<file path="config.mk">
export PLATFORM = sky130hd
export DESIGN_NAME = comparator_pipe
export DESIGN_NICKNAME = d
export VERILOG_FILES = /design/src/rtl/comparator_pkg.sv /design/src/rtl/comparator_slice.sv /design/src/rtl/comparator_pipe.sv
export SDC_FILE = /design/constraint.sdc
export NUM_CORES = 1
export LEC_CHECK = 0
export ABC_AREA = 1
export ABC_CLOCK_PERIOD_IN_PS = 6300
export CAP_MARGIN = 20
export CORE_ASPECT_RATIO = 1.75
export CORE_MARGIN = 5
export CORE_UTILIZATION = 30
export DETAILED_ROUTE_END_ITERATION = 7
export GPL_ROUTABILITY_DRIVEN = 0
export MAX_ROUTING_LAYER = met4
export PLACE_DENSITY = 0.47
export SETUP_SLACK_MARGIN = 0.15
export SYNTH_ARGS = -nofsm -noshare
export SYNTH_HDL_FRONTEND = slang
export SYNTH_SLANG_ARGS = --single-unit
</file>
<file path="constraint.sdc">
create_clock -name clk -period 6.3 [get_ports clk]
set_input_delay 1.575 -clock clk [delete_from_list [all_inputs] [get_ports clk]]
set_output_delay 1.575 -clock clk [all_outputs]
set_load 0.1 [all_outputs]
</file>
<file path="src/rtl/comparator_pkg.sv">
// Shared types for the pipelined magnitude comparator.
// Latency: n/a (types and a pure function only).
// Backpressure: n/a.
//
// cmp_state_t : per-stage resolution state carried down the pipe.
// cmp_flags_t : one-hot {eq, gt, lt} result flags.
// cmp_decode  : state -> one-hot flags.
package comparator_pkg;

  // EQ means "undecided so far"; GT/LT are sticky once set.
  typedef enum logic [1:0] {
    CMP_EQ = 2'b00,
    CMP_GT = 2'b01,
    CMP_LT = 2'b10
  } cmp_state_t;

  typedef struct packed {
    logic eq;
    logic gt;
    logic lt;
  } cmp_flags_t;

  function automatic cmp_flags_t cmp_decode(input cmp_state_t st);
    cmp_flags_t f;
    f = '0;
    case (st)
      CMP_EQ:  f.eq = 1'b1;
      CMP_GT:  f.gt = 1'b1;
      CMP_LT:  f.lt = 1'b1;
      default: f = '0;
    endcase
    return f;
  endfunction

endpackage

</file>
<file path="src/rtl/comparator_slice.sv">
// One slice of the magnitude compare: refines the running state with a SLICE-bit chunk.
// Latency: combinational.
// Backpressure: none; stall handling lives in the enclosing pipeline.
//
// Ports:
//   state_in  : state resolved by all more-significant slices
//   a_slice   : SLICE bits of operand A for this position
//   b_slice   : SLICE bits of operand B for this position
//   state_out : state after considering this slice
module comparator_slice
  import comparator_pkg::*;
#(
  parameter int SLICE = 8
) (
  input  cmp_state_t       state_in,
  input  logic [SLICE-1:0] a_slice,
  input  logic [SLICE-1:0] b_slice,
  output cmp_state_t       state_out
);

  // A decision made by a more-significant slice is final; only an
  // undecided (EQ) state looks at this slice.
  always_comb begin
    state_out = state_in;
    if (state_in == CMP_EQ) begin
      if (a_slice > b_slice) begin
        state_out = CMP_GT;
      end else if (a_slice < b_slice) begin
        state_out = CMP_LT;
      end
    end
  end

endmodule

</file>
<file path="src/rtl/comparator_pipe.sv">
// Pipelined WIDTH-bit magnitude comparator (signed/unsigned per transaction), MSB slice first.
// Latency: STAGES = WIDTH/SLICE cycles from accept to out_valid; one result per cycle.
// Backpressure: global stall; in_ready = !out_valid || out_ready, whole pipe holds when low.
//
// Ports:
//   clk, rst              : clock, synchronous active-high reset
//   in_valid/in_ready     : input handshake for in_a, in_b, in_signed
//   in_signed             : 1 = two's-complement compare, 0 = unsigned
//   out_valid/out_ready   : output handshake
//   out_eq/out_gt/out_lt  : one-hot relation of A to B
//   out_max/out_min       : larger/smaller operand (A is max, B is min on equality)
module comparator_pipe
  import comparator_pkg::*;
#(
  parameter int WIDTH = 32,
  parameter int SLICE = 8
) (
  input  logic             clk,
  input  logic             rst,
  input  logic             in_valid,
  output logic             in_ready,
  input  logic [WIDTH-1:0] in_a,
  input  logic [WIDTH-1:0] in_b,
  input  logic             in_signed,
  output logic             out_valid,
  input  logic             out_ready,
  output logic             out_eq,
  output logic             out_gt,
  output logic             out_lt,
  output logic [WIDTH-1:0] out_max,
  output logic [WIDTH-1:0] out_min
);

  // Guarded so a bad SLICE reports the error below instead of dividing by zero.
  localparam int SLICE_SAFE = (SLICE > 0) ? SLICE : 1;
  localparam int STAGES     = WIDTH / SLICE_SAFE;
  // Registered stages between the input and the output register.
  localparam int NREG       = (STAGES > 1) ? STAGES - 1 : 1;

  if (SLICE < 1) begin : g_chk_slice
    $error("comparator_pipe: SLICE must be at least 1");
  end
  if ((WIDTH < SLICE_SAFE) || ((WIDTH % SLICE_SAFE) != 0)) begin : g_chk_width
    $error("comparator_pipe: WIDTH must be a non-zero multiple of SLICE");
  end

  logic advance;

  // Inter-stage registers. Entry k holds the transaction after slice k
  // has been resolved. The signed mode only matters for the MSB slice,
  // which is resolved before the first register, so it is not carried.
  logic [NREG-1:0]  vld_q;
  logic [WIDTH-1:0] a_q  [NREG];
  logic [WIDTH-1:0] b_q  [NREG];
  cmp_state_t       st_q [NREG];

  // Per-stage next state from the slice comparators.
  cmp_state_t       st_nx [STAGES];

  // Operands feeding the output register.
  logic             fin_vld;
  logic [WIDTH-1:0] fin_a;
  logic [WIDTH-1:0] fin_b;

  assign advance  = !out_valid || out_ready;
  assign in_ready = advance;

  for (genvar k = 0; k < STAGES; k++) begin : g_stage
    localparam int HI = WIDTH - 1 - k * SLICE_SAFE;

    cmp_state_t            st_src;
    logic [SLICE_SAFE-1:0] sl_a;
    logic [SLICE_SAFE-1:0] sl_b;

    if (k == 0) begin : g_head
      // Signed compare as offset binary: flipping the sign bit maps the
      // two's-complement range onto an order-preserving unsigned range.
      // Only the compare sees the flip; the stored operands are untouched.
      always_comb begin
        sl_a               = in_a[HI -: SLICE_SAFE];
        sl_b               = in_b[HI -: SLICE_SAFE];
        sl_a[SLICE_SAFE-1] = in_a[WIDTH-1] ^ in_signed;
        sl_b[SLICE_SAFE-1] = in_b[WIDTH-1] ^ in_signed;
      end
      assign st_src = CMP_EQ;
    end else begin : g_body
      assign sl_a   = a_q[k-1][HI -: SLICE_SAFE];
      assign sl_b   = b_q[k-1][HI -: SLICE_SAFE];
      assign st_src = st_q[k-1];
    end

    comparator_slice #(
      .SLICE (SLICE_SAFE)
    ) u_slice (
      .state_in  (st_src),
      .a_slice   (sl_a),
      .b_slice   (sl_b),
      .state_out (st_nx[k])
    );
  end

  if (STAGES == 1) begin : g_fin_direct
    assign fin_vld = in_valid;
    assign fin_a   = in_a;
    assign fin_b   = in_b;
  end else begin : g_fin_pipe
    assign fin_vld = vld_q[STAGES-2];
    assign fin_a   = a_q[STAGES-2];
    assign fin_b   = b_q[STAGES-2];
  end

  // Data registers only load behind a valid bit, so garbage on the
  // operand inputs while idle never enters the pipe. Bubbles simply
  // shift through as cleared valid bits.
  always_ff @(posedge clk) begin
    if (rst) begin
      vld_q     <= '0;
      out_valid <= 1'b0;
      out_eq    <= 1'b0;
      out_gt    <= 1'b0;
      out_lt    <= 1'b0;
      out_max   <= '0;
      out_min   <= '0;
    end else if (advance) begin
      if (STAGES > 1) begin
        vld_q[0] <= in_valid;
        if (in_valid) begin
          a_q[0]  <= in_a;
          b_q[0]  <= in_b;
          st_q[0] <= st_nx[0];
        end
        for (int k = 1; k < STAGES - 1; k++) begin
          vld_q[k] <= vld_q[k-1];
          if (vld_q[k-1]) begin
            a_q[k]  <= a_q[k-1];
            b_q[k]  <= b_q[k-1];
            st_q[k] <= st_nx[k];
          end
        end
      end

      out_valid <= fin_vld;
      if (fin_vld) begin
        {out_eq, out_gt, out_lt} <= cmp_decode(st_nx[STAGES-1]);
        // Equality keeps A as max and B as min.
        out_max <= (st_nx[STAGES-1] == CMP_LT) ? fin_b : fin_a;
        out_min <= (st_nx[STAGES-1] == CMP_LT) ? fin_a : fin_b;
      end
    end
  end

endmodule

</file>
==> metrics.txt <==
net switching fraction of the power 22.1%; antenna-violating nets left 0; starting utilization of the core area between 30 and 40%; post-layout power 3.79 mW; CTS H-tree lvls 1; max-slew headroom at the worst pin 28.8%; multiplexer share of the synthesized area 0%; hold-fix buffer count after cts 0; final worst clock skew 9.65 ps; mean instance size in the synthesized netlist 11.8 µm²; warnings from Yosys 0; count of cell types in the netlist 25; number of iterations in the first detailed-routing pass 4; sequential-to-total area share from yosys stat ~71%; clk sinks about 270; TritonCTS clock tree done; post-synthesis share of cell area spent on and, or, nand and nor gates between 10% and 20%; total standard cell area after synthesis about 10000 µm²; path type of the worst min-delay path reg -> reg; hold slack final 409 ps; MaxCap Viol Count 0; number of antenna violations at the first check in global routing 1; Final Cycle Share 78.9%; post-route cell area around 13000 µm²; portion of total power attributed to sequential cells 52.0%; top cells by instance count after synthesis edfxtp_1 (198), nand2_1 (162), nand3_1 (119); top area cells in the synthesized netlist edfxtp_1 (58%), dfxtp_1 (14%), nand2_1 (5.9%); most instantiated flip-flop cell in the synthesis netlist edfxtp_1; boundary pin count 138; post-layout utilization of the core 37.9%; slew at the pin with the worst max-slew slack 1070 ps; CP Data Required Time around 4700 ps; maximum net fanout on the critical path 5; routed length per instance 14.6 µm; Synth Net Count 977; Routed Wire Length between 20 and 25 mm; post-synthesis sequential element count 269; maximum buffer depth of the clock tree 3; hold violation total from the final report 0; proportion of synthesized flip-flops having asynchronous set or reset 0%; number of pins with negative max-slew slack in the final report 0; combinational share of power 7.0%; total of cells resized after clock tree synthesis 0; first-pass GRT wire length 34.5 mm; critical path class in -> out; number of setup buffers added after CTS 0; Startpoint Class input port; post-detailed-placement half-perimeter wirelength around 15 mm; global-route total usage across every layer around an eighth; highest ir drop seen on vdd 188 µV; total power divided by cell area 292 nW/µm²; share of total power in the clock network 41.0%; area share of the leading cell type in the synthesized netlist 57.6%; final net count 1110; number of buffers created by CTS 27; PortBufs 137; Root Buffer clkbuf_16; final total negative setup slack 0 ps; Clock Pin Slew Worst Setup and Hold Paths 60 ps; post-synthesis cell count 876; vias in the first global route 6251; Filler Cell Count between 3000 and 4000; # setup viols final 0; xor-xnor portion of the synthesized cell area 0.170%; Data arrival, critical path 3400 ps; arithmetic-cell share of the synthesized area counting full adders, half adders and majority gates a little under 4%; power dissipated by switching net loads around 0.84 mW; cell taking the most area after synthesis edfxtp_1; area of the die 38400 µm²; post-route DRC violation count 0; DP Area 12100 µm²; detailed-route via count 6337; P&R area growth vs syn 25.8%; share of post-route cells with drive strength above 1 5.44%; cell row count 90; critical path endpoint category primary output; run status completed; RSZ-0062 raised after global routing false; dominant combinational cell family by area after synthesis simple AND/OR/NAND/NOR gates; x dimension of the die approximately 150 µm; fin crit period 4970 ps; Power Internal 2.95 mW; Vias per Instance 4.25; CORE AREA between 30000 and 40000 µm²; clock insertion delay at the later pin of the skew report 530 ps; total overflow reported by the global router 0; largest net degree at the start of global routing 73; drt first-iter violations 278; Vert. Die Dim 255 µm; number of enable flip-flop cells after synthesis 198; most instantiated library cell after synthesis edfxtp_1; total leakage power 4.80 nW; achievable frequency 201 MHz; complex-gate fraction of the synthesized area 4.70%
[metal layers]
metal	routed length [µm]	track usage, %	up-vias
li1	-	-	3243
met1	8590	13.3	2922
met2	11300	20.4	131
met3	1170	2.09	41
met4	715	4.76	0
met5	0	-	-
[per-stage QoR]
stage,cells,worst slack (ps)
6_report,1491,1330
5_1_grt,1490,1270
4_1_cts,1489,1330
3_5_place_dp,1440,1320
3_3_place_gp,1440,1320
2_1_floorplan,876,583
[layout make-up]
| class | instances | area (µm²) | share of cell area (%) |
|---|---|---|---|
| Tap cell | 460 | 576 | 4.43 |
| Multi-Input combinational cell | 452 | 2330 | 18.0 |
| Clock inverter | 7 | 91.3 | 0.704 |
| Antenna cell | 2 | 5.00 | 0.0386 |
| Inverter | 115 | 432 | 3.32 |
| Sequential cell | 269 | 7370 | 56.7 |
| Clock buffer | 42 | 759 | 5.85 |
| Timing Repair Buffer | 144 | 1420 | 10.9 |
[sequential cells by signal, indices dropped and copies added, names as in the netlist]
register   count
out_eq         1
st_q           6
b_q           96
out_max       32
out_valid      1
out_min       32
out_lt         1
a_q           96
out_gt         1
vld_q          3
[power by group through the flow]
stage	clock, mW	combinational [mW]	sequential [mW]
2_1_floorplan	0	0.0924	2.08
3_3_place_gp	0	0.269	2.01
3_5_place_dp	0	0.271	2.01
4_1_cts	1.61	0.271	1.97
5_1_grt	1.68	0.289	1.98
6_report	1.55	0.264	1.97
[critical path, stage by stage]
cell and delay, ps:
clkdlybuf4s50_1 470, nor2_2 70, inv_1 130, clkdlybuf4s50_1 1150
[path summary, 6_finish.rpt]
| kind | from | to | slack (ps) | cells past startpoint |
|---|---|---|---|---|
| min reg2reg | b_q[0][29]$_DFFE_PP_ | b_q[0][61]$_DFFE_PP_ | 410 | 0 |
| max reg2reg | a_q[0][71]$_DFFE_PP_ | out_max[23]$_SDFFE_PP0P_ | 3440 | 9 |
| min | b_q[0][29]$_DFFE_PP_ | b_q[0][61]$_DFFE_PP_ | 410 | 0 |
| max | out_ready | in_ready | 1330 | 4 |
[kinds of logic after synthesis]
logic type               after synthesis
adder cells (fa/ha/maj)               32
XOR/XNOR                               2
AO/OA/AOI/OAI                         94
AND/OR/NAND/NOR                      324
buffers and inverters                155
flip-flops                           269
[cells in the final DEF (no fill, tap or decap)]
cell type | Yosys | layout
edfxtp_1 | 198 | 198
nand2_1 | 162 | 162
clkdlybuf4s50_1 | 0 | 136
nand3_1 | 119 | 119
inv_1 | 113 | 113
a21oi_1 | 76 | 76
dfxtp_1 | 71 | 71
ha_1 | 32 | 32
nor2_1 | 34 | 31
clkbuf_16 | 0 | 27
clkbuf_1 | 17 | 11
o21ai_0 | 8 | 8
buf_4 | 2 | 7
o21ai_1 | 5 | 5
o211ai_1 | 4 | 4
nor2_4 | 0 | 4
diode_2 | 0 | 2
nand4_1 | 2 | 2
nor2_2 | 3 | 2
nand2_4 | 2 | 2
inv_2 | 2 | 2
clkbuf_8 | 0 | 2
bufinv_16 | 0 | 2
clkbuf_4 | 0 | 2
xnor2_1 | 1 | 1
nor3_1 | 1 | 1
o211a_1 | 1 | 1
nor3b_2 | 1 | 1
xor2_1 | 1 | 1
clkinv_4 | 0 | 1
clkinv_2 | 0 | 1
clkinvlp_4 | 0 | 1
clkinv_1 | 0 | 1
inv_4 | 0 | 1
buf_2 | 7 | 1
No activity file was read; power rests on OpenSTA's default activity.
